File: src/rtl/svpwm_pkg.sv
// rtl/svpwm_pkg.sv - shared fp32 field constants, FSM and class typedefs for the SVPWM compare converter
package svpwm_pkg;

  localparam int FP32_EXP_W  = 8;
  localparam int FP32_FRAC_W = 23;
  localparam int FP32_BIAS   = 127;

  typedef enum logic [1:0] {
    ST_IDLE,
    ST_FEED,
    ST_DRAIN,
    ST_DONE
  } cmp_state_e;

  // Outcome of stage-1 classification; only CLS_NUM needs the shifter.
  typedef enum logic [1:0] {
    CLS_ZERO,
    CLS_ZERO_CLAMP,
    CLS_MAX,
    CLS_NUM
  } fp_class_e;

  typedef struct packed {
    logic                   sign;
    logic [FP32_EXP_W-1:0]  exp;
    logic [FP32_FRAC_W-1:0] frac;
  } fp32_t;

  function automatic fp32_t fp32_unpack(input logic [31:0] raw);
    fp32_t f;
    f.sign = raw[31];
    f.exp  = raw[30:23];
    f.frac = raw[22:0];
    return f;
  endfunction

endpackage

File: src/rtl/fp32_to_uint_pipe.sv
// rtl/fp32_to_uint_pipe.sv - 2-stage fp32 to unsigned OUT_W converter, round half away from zero, saturating
module fp32_to_uint_pipe
  import svpwm_pkg::*;
#(
  parameter int OUT_W = 16,
  parameter int IDX_W = 2
) (
  input  logic             clk_i,
  input  logic             rst_i,
  input  logic             in_valid_i,
  input  logic [IDX_W-1:0] in_idx_i,
  input  logic [31:0]      in_data_i,
  output logic             out_valid_o,
  output logic [IDX_W-1:0] out_idx_o,
  output logic [OUT_W-1:0] out_result_o,
  output logic             out_clamp_o
);

  localparam int MANT_W = FP32_FRAC_W + 1;
  // Biased exponent at which the 24-bit mantissa is already an integer.
  localparam logic [7:0] SH_BASE  = 8'(FP32_BIAS + FP32_FRAC_W);
  // Below this exponent the value is < 0.5 and rounds to 0.
  localparam logic [7:0] HALF_EXP = 8'(FP32_BIAS - 1);
  // At or above this exponent the value is >= 2^OUT_W.
  localparam logic [8:0] BIG_EXP  = 9'(FP32_BIAS + OUT_W);

  fp32_t             in_f;
  fp_class_e         cls_d, s1_cls_q;
  logic [4:0]        sh_d, s1_sh_q;
  logic [MANT_W-1:0] mant_d, s1_mant_q;
  logic              s1_valid_q;
  logic [IDX_W-1:0]  s1_idx_q;

  logic [MANT_W:0]   ext;
  logic [MANT_W:0]   rounded;
  logic [OUT_W-1:0]  res_d;
  logic              clamp_d;

  assign in_f = fp32_unpack(in_data_i);

  // Stage 1: classify specials and compute the right-shift for the normal path
  always_comb begin
    cls_d  = CLS_NUM;
    sh_d   = '0;
    mant_d = {1'b1, in_f.frac};
    if (in_f.exp == '0) begin
      cls_d = CLS_ZERO;
    end else if (in_f.exp == '1 && in_f.frac != '0) begin
      cls_d = CLS_ZERO_CLAMP;
    end else if (in_f.sign) begin
      cls_d = CLS_ZERO_CLAMP;
    end else if (in_f.exp == '1) begin
      cls_d = CLS_MAX;
    end else if (in_f.exp < HALF_EXP) begin
      cls_d = CLS_ZERO;
    end else if ({1'b0, in_f.exp} >= BIG_EXP) begin
      cls_d = CLS_MAX;
    end else begin
      sh_d = 5'(SH_BASE - in_f.exp);
    end
  end

  // Stage 1 register; channel index travels with the valid bit
  always_ff @(posedge clk_i) begin
    if (rst_i) begin
      s1_valid_q <= 1'b0;
      s1_idx_q   <= '0;
      s1_cls_q   <= CLS_ZERO;
      s1_sh_q    <= '0;
      s1_mant_q  <= '0;
    end else begin
      s1_valid_q <= in_valid_i;
      s1_idx_q   <= in_idx_i;
      s1_cls_q   <= cls_d;
      s1_sh_q    <= sh_d;
      s1_mant_q  <= mant_d;
    end
  end

  // Stage 2: shift keeping one guard bit, add it back as the round bit, then saturate
  always_comb begin
    ext     = {s1_mant_q, 1'b0} >> s1_sh_q;
    rounded = {1'b0, ext[MANT_W:1]} + (MANT_W + 1)'(ext[0]);
    res_d   = '0;
    clamp_d = 1'b0;
    unique case (s1_cls_q)
      CLS_ZERO:       res_d = '0;
      CLS_ZERO_CLAMP: clamp_d = 1'b1;
      CLS_MAX: begin
        res_d   = '1;
        clamp_d = 1'b1;
      end
      CLS_NUM: begin
        if ((rounded >> OUT_W) != '0) begin
          res_d   = '1;
          clamp_d = 1'b1;
        end else begin
          res_d = rounded[OUT_W-1:0];
        end
      end
      default: res_d = '0;
    endcase
  end

  // Stage 2 register drives the converter outputs
  always_ff @(posedge clk_i) begin
    if (rst_i) begin
      out_valid_o  <= 1'b0;
      out_idx_o    <= '0;
      out_result_o <= '0;
      out_clamp_o  <= 1'b0;
    end else begin
      out_valid_o  <= s1_valid_q;
      out_idx_o    <= s1_idx_q;
      out_result_o <= res_d;
      out_clamp_o  <= clamp_d;
    end
  end

endmodule

File: src/rtl/svpwm_cmp_convert.sv
// rtl/svpwm_cmp_convert.sv - time-multiplexed fp32 to uint compare converter; CMP_SAT_STATUS_EN adds the sat port
module svpwm_cmp_convert
  import svpwm_pkg::*;
#(
  parameter int N_CH  = 3,
  parameter int OUT_W = 16
) (
  input  logic                  sys_clk,
  input  logic                  rst,
  input  logic                  en,
  input  logic [32*N_CH-1:0]    cp_f,
  output logic [OUT_W*N_CH-1:0] cp,
  output logic                  ack,
  output logic                  busy
`ifdef CMP_SAT_STATUS_EN
  ,
  output logic [N_CH-1:0]       sat
`endif
);

  localparam int IDX_W = (N_CH > 1) ? $clog2(N_CH) : 1;
  localparam logic [IDX_W-1:0] LAST_IDX = IDX_W'(N_CH - 1);

  cmp_state_e              state_q, state_d;
  logic [IDX_W-1:0]        idx_q, idx_d;
  logic [32*N_CH-1:0]      cap_q;
  logic                    cap_load;
  logic [OUT_W*N_CH-1:0]   shadow_q, shadow_d;
  logic [OUT_W*N_CH-1:0]   cp_q;
  logic                    cp_load;

  logic                    pipe_in_valid;
  logic [31:0]             pipe_in_data;
  logic                    out_valid;
  logic [IDX_W-1:0]        out_idx;
  logic [OUT_W-1:0]        out_result;
  logic                    out_clamp;
  logic                    last_done;

  assign last_done = out_valid && (out_idx == LAST_IDX);
  // cp reloads on the edge into DONE so it is visible together with ack.
  assign cp_load   = (state_q == ST_DRAIN) && last_done;

  // Next-state logic: capture, feed one channel per cycle, drain, publish
  always_comb begin
    state_d  = state_q;
    idx_d    = idx_q;
    cap_load = 1'b0;
    unique case (state_q)
      ST_IDLE: begin
        if (en) begin
          state_d  = ST_FEED;
          idx_d    = '0;
          cap_load = 1'b1;
        end
      end
      ST_FEED: begin
        if (idx_q == LAST_IDX) begin
          state_d = ST_DRAIN;
        end else begin
          idx_d = idx_q + IDX_W'(1);
        end
      end
      ST_DRAIN: begin
        if (last_done) begin
          state_d = ST_DONE;
        end
      end
      ST_DONE: state_d = ST_IDLE;
      default: state_d = ST_IDLE;
    endcase
  end

  // State register, channel counter and input capture register
  always_ff @(posedge sys_clk) begin
    if (rst) begin
      state_q <= ST_IDLE;
      idx_q   <= '0;
      cap_q   <= '0;
    end else begin
      state_q <= state_d;
      idx_q   <= idx_d;
      if (cap_load) begin
        cap_q <= cp_f;
      end
    end
  end

  // Select the captured word of the channel being issued
  always_comb begin
    pipe_in_data = '0;
    for (int i = 0; i < N_CH; i++) begin
      if (idx_q == IDX_W'(i)) begin
        pipe_in_data = cap_q[32*i +: 32];
      end
    end
  end

  assign pipe_in_valid = (state_q == ST_FEED);

  fp32_to_uint_pipe #(
    .OUT_W (OUT_W),
    .IDX_W (IDX_W)
  ) u_conv (
    .clk_i        (sys_clk),
    .rst_i        (rst),
    .in_valid_i   (pipe_in_valid),
    .in_idx_i     (idx_q),
    .in_data_i    (pipe_in_data),
    .out_valid_o  (out_valid),
    .out_idx_o    (out_idx),
    .out_result_o (out_result),
    .out_clamp_o  (out_clamp)
  );

  // Merge the converter result into its channel slot of the shadow
  always_comb begin
    shadow_d = shadow_q;
    for (int i = 0; i < N_CH; i++) begin
      if (out_valid && out_idx == IDX_W'(i)) begin
        shadow_d[OUT_W*i +: OUT_W] = out_result;
      end
    end
  end

  // Shadow and output compare registers; all channels reload together
  always_ff @(posedge sys_clk) begin
    if (rst) begin
      shadow_q <= '0;
      cp_q     <= '0;
    end else begin
      shadow_q <= shadow_d;
      if (cp_load) begin
        cp_q <= shadow_d;
      end
    end
  end

`ifdef CMP_SAT_STATUS_EN
  logic [N_CH-1:0] clamp_sh_q, clamp_sh_d, sat_q;

  // Merge the converter clamp flag into its channel slot
  always_comb begin
    clamp_sh_d = clamp_sh_q;
    for (int i = 0; i < N_CH; i++) begin
      if (out_valid && out_idx == IDX_W'(i)) begin
        clamp_sh_d[i] = out_clamp;
      end
    end
  end

  // Clamp shadow and sat register, reloaded alongside cp
  always_ff @(posedge sys_clk) begin
    if (rst) begin
      clamp_sh_q <= '0;
      sat_q      <= '0;
    end else begin
      clamp_sh_q <= clamp_sh_d;
      if (cp_load) begin
        sat_q <= clamp_sh_d;
      end
    end
  end

  assign sat = sat_q;
`else
  logic unused_clamp;
  assign unused_clamp = out_clamp;
`endif

  assign cp   = cp_q;
  assign ack  = (state_q == ST_DONE);
  assign busy = (state_q != ST_IDLE);

endmodule
File: config.mk
export PLATFORM = sky130hd
export DESIGN_NAME = svpwm_cmp_convert
export DESIGN_NICKNAME = d
export VERILOG_FILES = /design/src/rtl/svpwm_pkg.sv /design/src/rtl/fp32_to_uint_pipe.sv /design/src/rtl/svpwm_cmp_convert.sv
export SDC_FILE = /design/constraint.sdc
export NUM_CORES = 1
export LEC_CHECK = 0
export ABC_AREA = 1
export CAP_MARGIN = 40
export CORE_AREA = 2 2 154 156
export DETAILED_ROUTE_END_ITERATION = 8
export DIE_AREA = 0 0 156 158
export PLACE_DENSITY = 0.78
export SETUP_SLACK_MARGIN = 0.1
export SKIP_LAST_GASP = 1
export SYNTH_ARGS = -nofsm -noshare
export SYNTH_HDL_FRONTEND = slang
export SYNTH_HIERARCHICAL = 1
export SYNTH_SLANG_ARGS = --single-unit
File: constraint.sdc
create_clock -name sys_clk -period 3 [get_ports sys_clk]
set_clock_uncertainty 0.1 [all_clocks]
set_input_delay 0.6 -clock sys_clk [delete_from_list [all_inputs] [get_ports sys_clk]]
set_output_delay 0.6 -clock sys_clk [all_outputs]
set_load 0.1 [all_outputs]
==> metrics.sh <==
RSZ_0062_RAISED_AFTER_GLOBAL_ROUTING='yes'
FINALSETUPVIOLATIONS=12
POSTROUTEANTENNANETS=0
DETAIL_ROUTE.FIRST_PASS.ITERATIONS=5
AVGVIACOUNTPERCELL=5.27
POWER_PER_CELL_AREA_nW_PER_UM2=929
PORT-BUFFER-COUNT=148
DIE_AREA_UM2=24600
DR_TOTAL_VIAS=11100
INSERTEDDIODECOUNT=0
CRITPATHLAUNCHTYPE='register'
MAX-CLOCK-PATH-BUFFERS=3
POSTSYNTHCELLCOUNT=1670
GRT_FIRST_PASS_WIRELENGTH_MM=49.1
MAX_CAPACITANCE_VIOLATION_COUNT=0
ROUTE.FINAL.WIRE_LENGTH_MM=30.3
GRTUSAGETOTAL_PCT=24.1
ANTENNA_FOUND_INITIAL=0
FIN_TNS_SETUP_NS=-0.258
FIRST_GLOBAL_VIAS=10400
POST_DRT_WL_PER_CELL_UM=14.4
WORSTSETUPENDPOINTTYPE='register'
GP_ROUTABILITY_CONGESTION=0.999
MAPPEDNETLISTAREA_UM2=11300
ROWS=56
CTS_HOLD_BUF=0
MIN_PATH_TYPE='register to register'
DIEHEIGHT_UM=158
GR-TOTAL-OVERFLOW=0
EFFECTIVE_UTILIZATION_AT_FLOORPLAN_PCT=48.9
ROOT_BUFFER='clkbuf_16'
PLACE_WORST_SETUP_SLACK_NS=-0.0784
ARRIVAL_NS=3.36
SHARE_OF_CELLS_ABOVE_DRIVE_STRENGTH_1_PCT=13.8
GRT_MAX_DEGREE=165
WORSTSETUPPATHTYPE='register to register'
INITIAL_DRC_COUNT=637
YOSYS_WARNINGS=6
POST-ROUTE-DRC-COUNT=0
GROWTH_OF_DESIGN_AREA_FROM_SYNTHESIS_TO_FINISH_PCT=25.9
PEAKVDDDROP_V=0.000486
SYNTH_FP_NETS=1782
FINALCRITPERIODSHARE_PCT=101
CLOCK_SINKS=233
DIE_WIDTH_UM=156
RUN_STATUS='complete, but fails checks'
CTS.CLK_SLEW.WORST_PATHS_NS=0.07
POST-ROUTE-UTIL_PCT=61.5
FAILED_CHECKS='setup timing'
CRITICAL_PATH_REQUIRED_NS=3.33
CTS_TREE='done'
LEAKAGE_nW=6.27
TIMING.CRITICAL_PATH.FANOUT_MAX=7
POST_SYNTH.CELL_AREA_AVG_UM2=6.75
PIN_COUNT=149
PLACE_HPWL_MM=21.6
HTREE_LEVELS=1
TIMING_MAX_TRANSITION_VIOLATIONS_FINAL=0
FINAL_CRITICAL_PERIOD_NS=3.04
SLEW_AT_THE_PIN_WITH_THE_WORST_MAX_SLEW_SLACK_NS=0.618
SLEW_HEADROOM_PCT=58.3
TIMING.FMAX_MHz=329
SETUP_WS_NS=-0.0381
CLK_LATENCY_NS=0.53
RRSETUPSLACK_NS=-0.04
TIMING_HOLD_VIOLATIONS_FINAL=0
DESIGN.FINAL.NETS=1907
CTS_BUFFER_COUNT=24
CORE_FOOTPRINT_UM2=23100
==> flip-flops by register name, indices dropped and copies added (netlist names) <==
signal / cells
cap_q: 96
cp: 48
shadow_q: 32
u_conv/s1_mant_q: 24
u_conv/out_result_o: 16
u_conv/s1_sh_q: 5
idx_q: 2
state_q: 2
u_conv/out_idx_o: 2
u_conv/s1_cls_q: 2
u_conv/s1_idx_q: 2
u_conv/out_valid_o: 1
u_conv/s1_valid_q: 1
==> through the flow <==
step / instances / total power, W / cell area (um^2) / hold WS, ns
after global routing: 2103 / 0.0141 / 14200 / 0.316
after CTS: 2094 / 0.0128 / 13800 / 0.306
after floorplan: 1670 / 0.00797 / 11300 / 0.288
after detailed placement: 2049 / 0.00957 / 12900 / 0.297
final: 2103 / 0.0132 / 14200 / 0.305
after global placement: 2049 / 0.00949 / 12900 / 0.290
==> repair_timing <==
item / 4_1_cts / 5_1_grt
buffers inserted: 1 / 6
endpoints found under the setup margin: 16 / 23
pin swaps: 1 / 30
gates cloned: 0 / 3
resized for setup: 4 / 75
==> worst max-delay path, cell delays in order (launching register included) <==
cell,delay [ns]
dfxtp_4,0.47
buf_12,0.16
buf_4,0.12
nand2_1,0.07
a311oi_2,0.22
a311oi_2,0.08
o22ai_2,0.13
ha_2,0.22
ha_4,0.16
nand2_4,0.05
nor2_4,0.15
buf_6,0.11
nand4_1,0.08
a21oi_1,0.15
nand2_1,0.10
nor2_4,0.17
clkbuf_16,0.18
nand4_1,0.08
nand2_1,0.08
inv_1,0.04
==> cell type report <==
type                    instances  area (um^2)
well taps                     290          363
repair inverters                1         8.76
repair buffers                205         1960
clock inverters                12          184
clock buffers                  32          661
fillers                      2137         8870
multi-input cells            1199         5830
inverters                     131          512
flip-flops and latches        233         4670
==> layout by cell type, fill, tap and decap left out, types with 3 or more instances in the layout <==
| cell | count |
|---|---|
| bufinv_16 | 4 |
| clkinv_2 | 4 |
| ha_2 | 3 |
| nor3_1 | 3 |
| a21oi_1 | 112 |
| buf_4 | 93 |
| dfxtp_1 | 230 |
| nor4_1 | 3 |
| o21ai_0 | 142 |
| o21ai_1 | 8 |
| nand2_1 | 252 |
| nor2_4 | 7 |
| clkbuf_1 | 5 |
| and2_1 | 16 |
| nand2_4 | 3 |
| inv_1 | 121 |
| nor2_2 | 7 |
| clkdlybuf4s50_1 | 98 |
| nand3_1 | 150 |
| clkbuf_8 | 3 |
| nand2_2 | 28 |
| nor2_1 | 364 |
| nand3_2 | 26 |
| ha_1 | 9 |
| inv_2 | 5 |
| xor2_1 | 13 |
| clkbuf_16 | 26 |
| a21oi_2 | 3 |
| buf_12 | 10 |
| nand4_1 | 30 |
| clkinvlp_4 | 3 |
==> where the power goes <==
part	switching (W)	leakage, nW	internal (W)
Sequential	0.000344	1.91	0.00364
Combinational	0.00387	3.96	0.00219
Clock	0.00122	0.407	0.00190
Total	0.00544	6.27	0.00774
==> metal layers <==
layer,GRT usage [%],vias to the layer above,share of wire (%)
met5,0,-,0
met2,43.0,347,49
met1,29.5,5037,42
met3,3.04,86,4.9
li1,-,5622,-
met4,10.3,0,4.3
==> worst paths after layout <==
path / startpoint / endpoint / cells past startpoint
min reg2reg: u_conv/s1_idx_q[1] / u_conv/out_idx_o[1] / 2
max reg2reg: u_conv/s1_sh_q[0] / u_conv/out_result_o[5] / 19
max: u_conv/s1_sh_q[0] / u_conv/out_result_o[5] / 19
min: u_conv/s1_idx_q[1] / u_conv/out_idx_o[1] / 2
(Power assumes the default switching activity.)
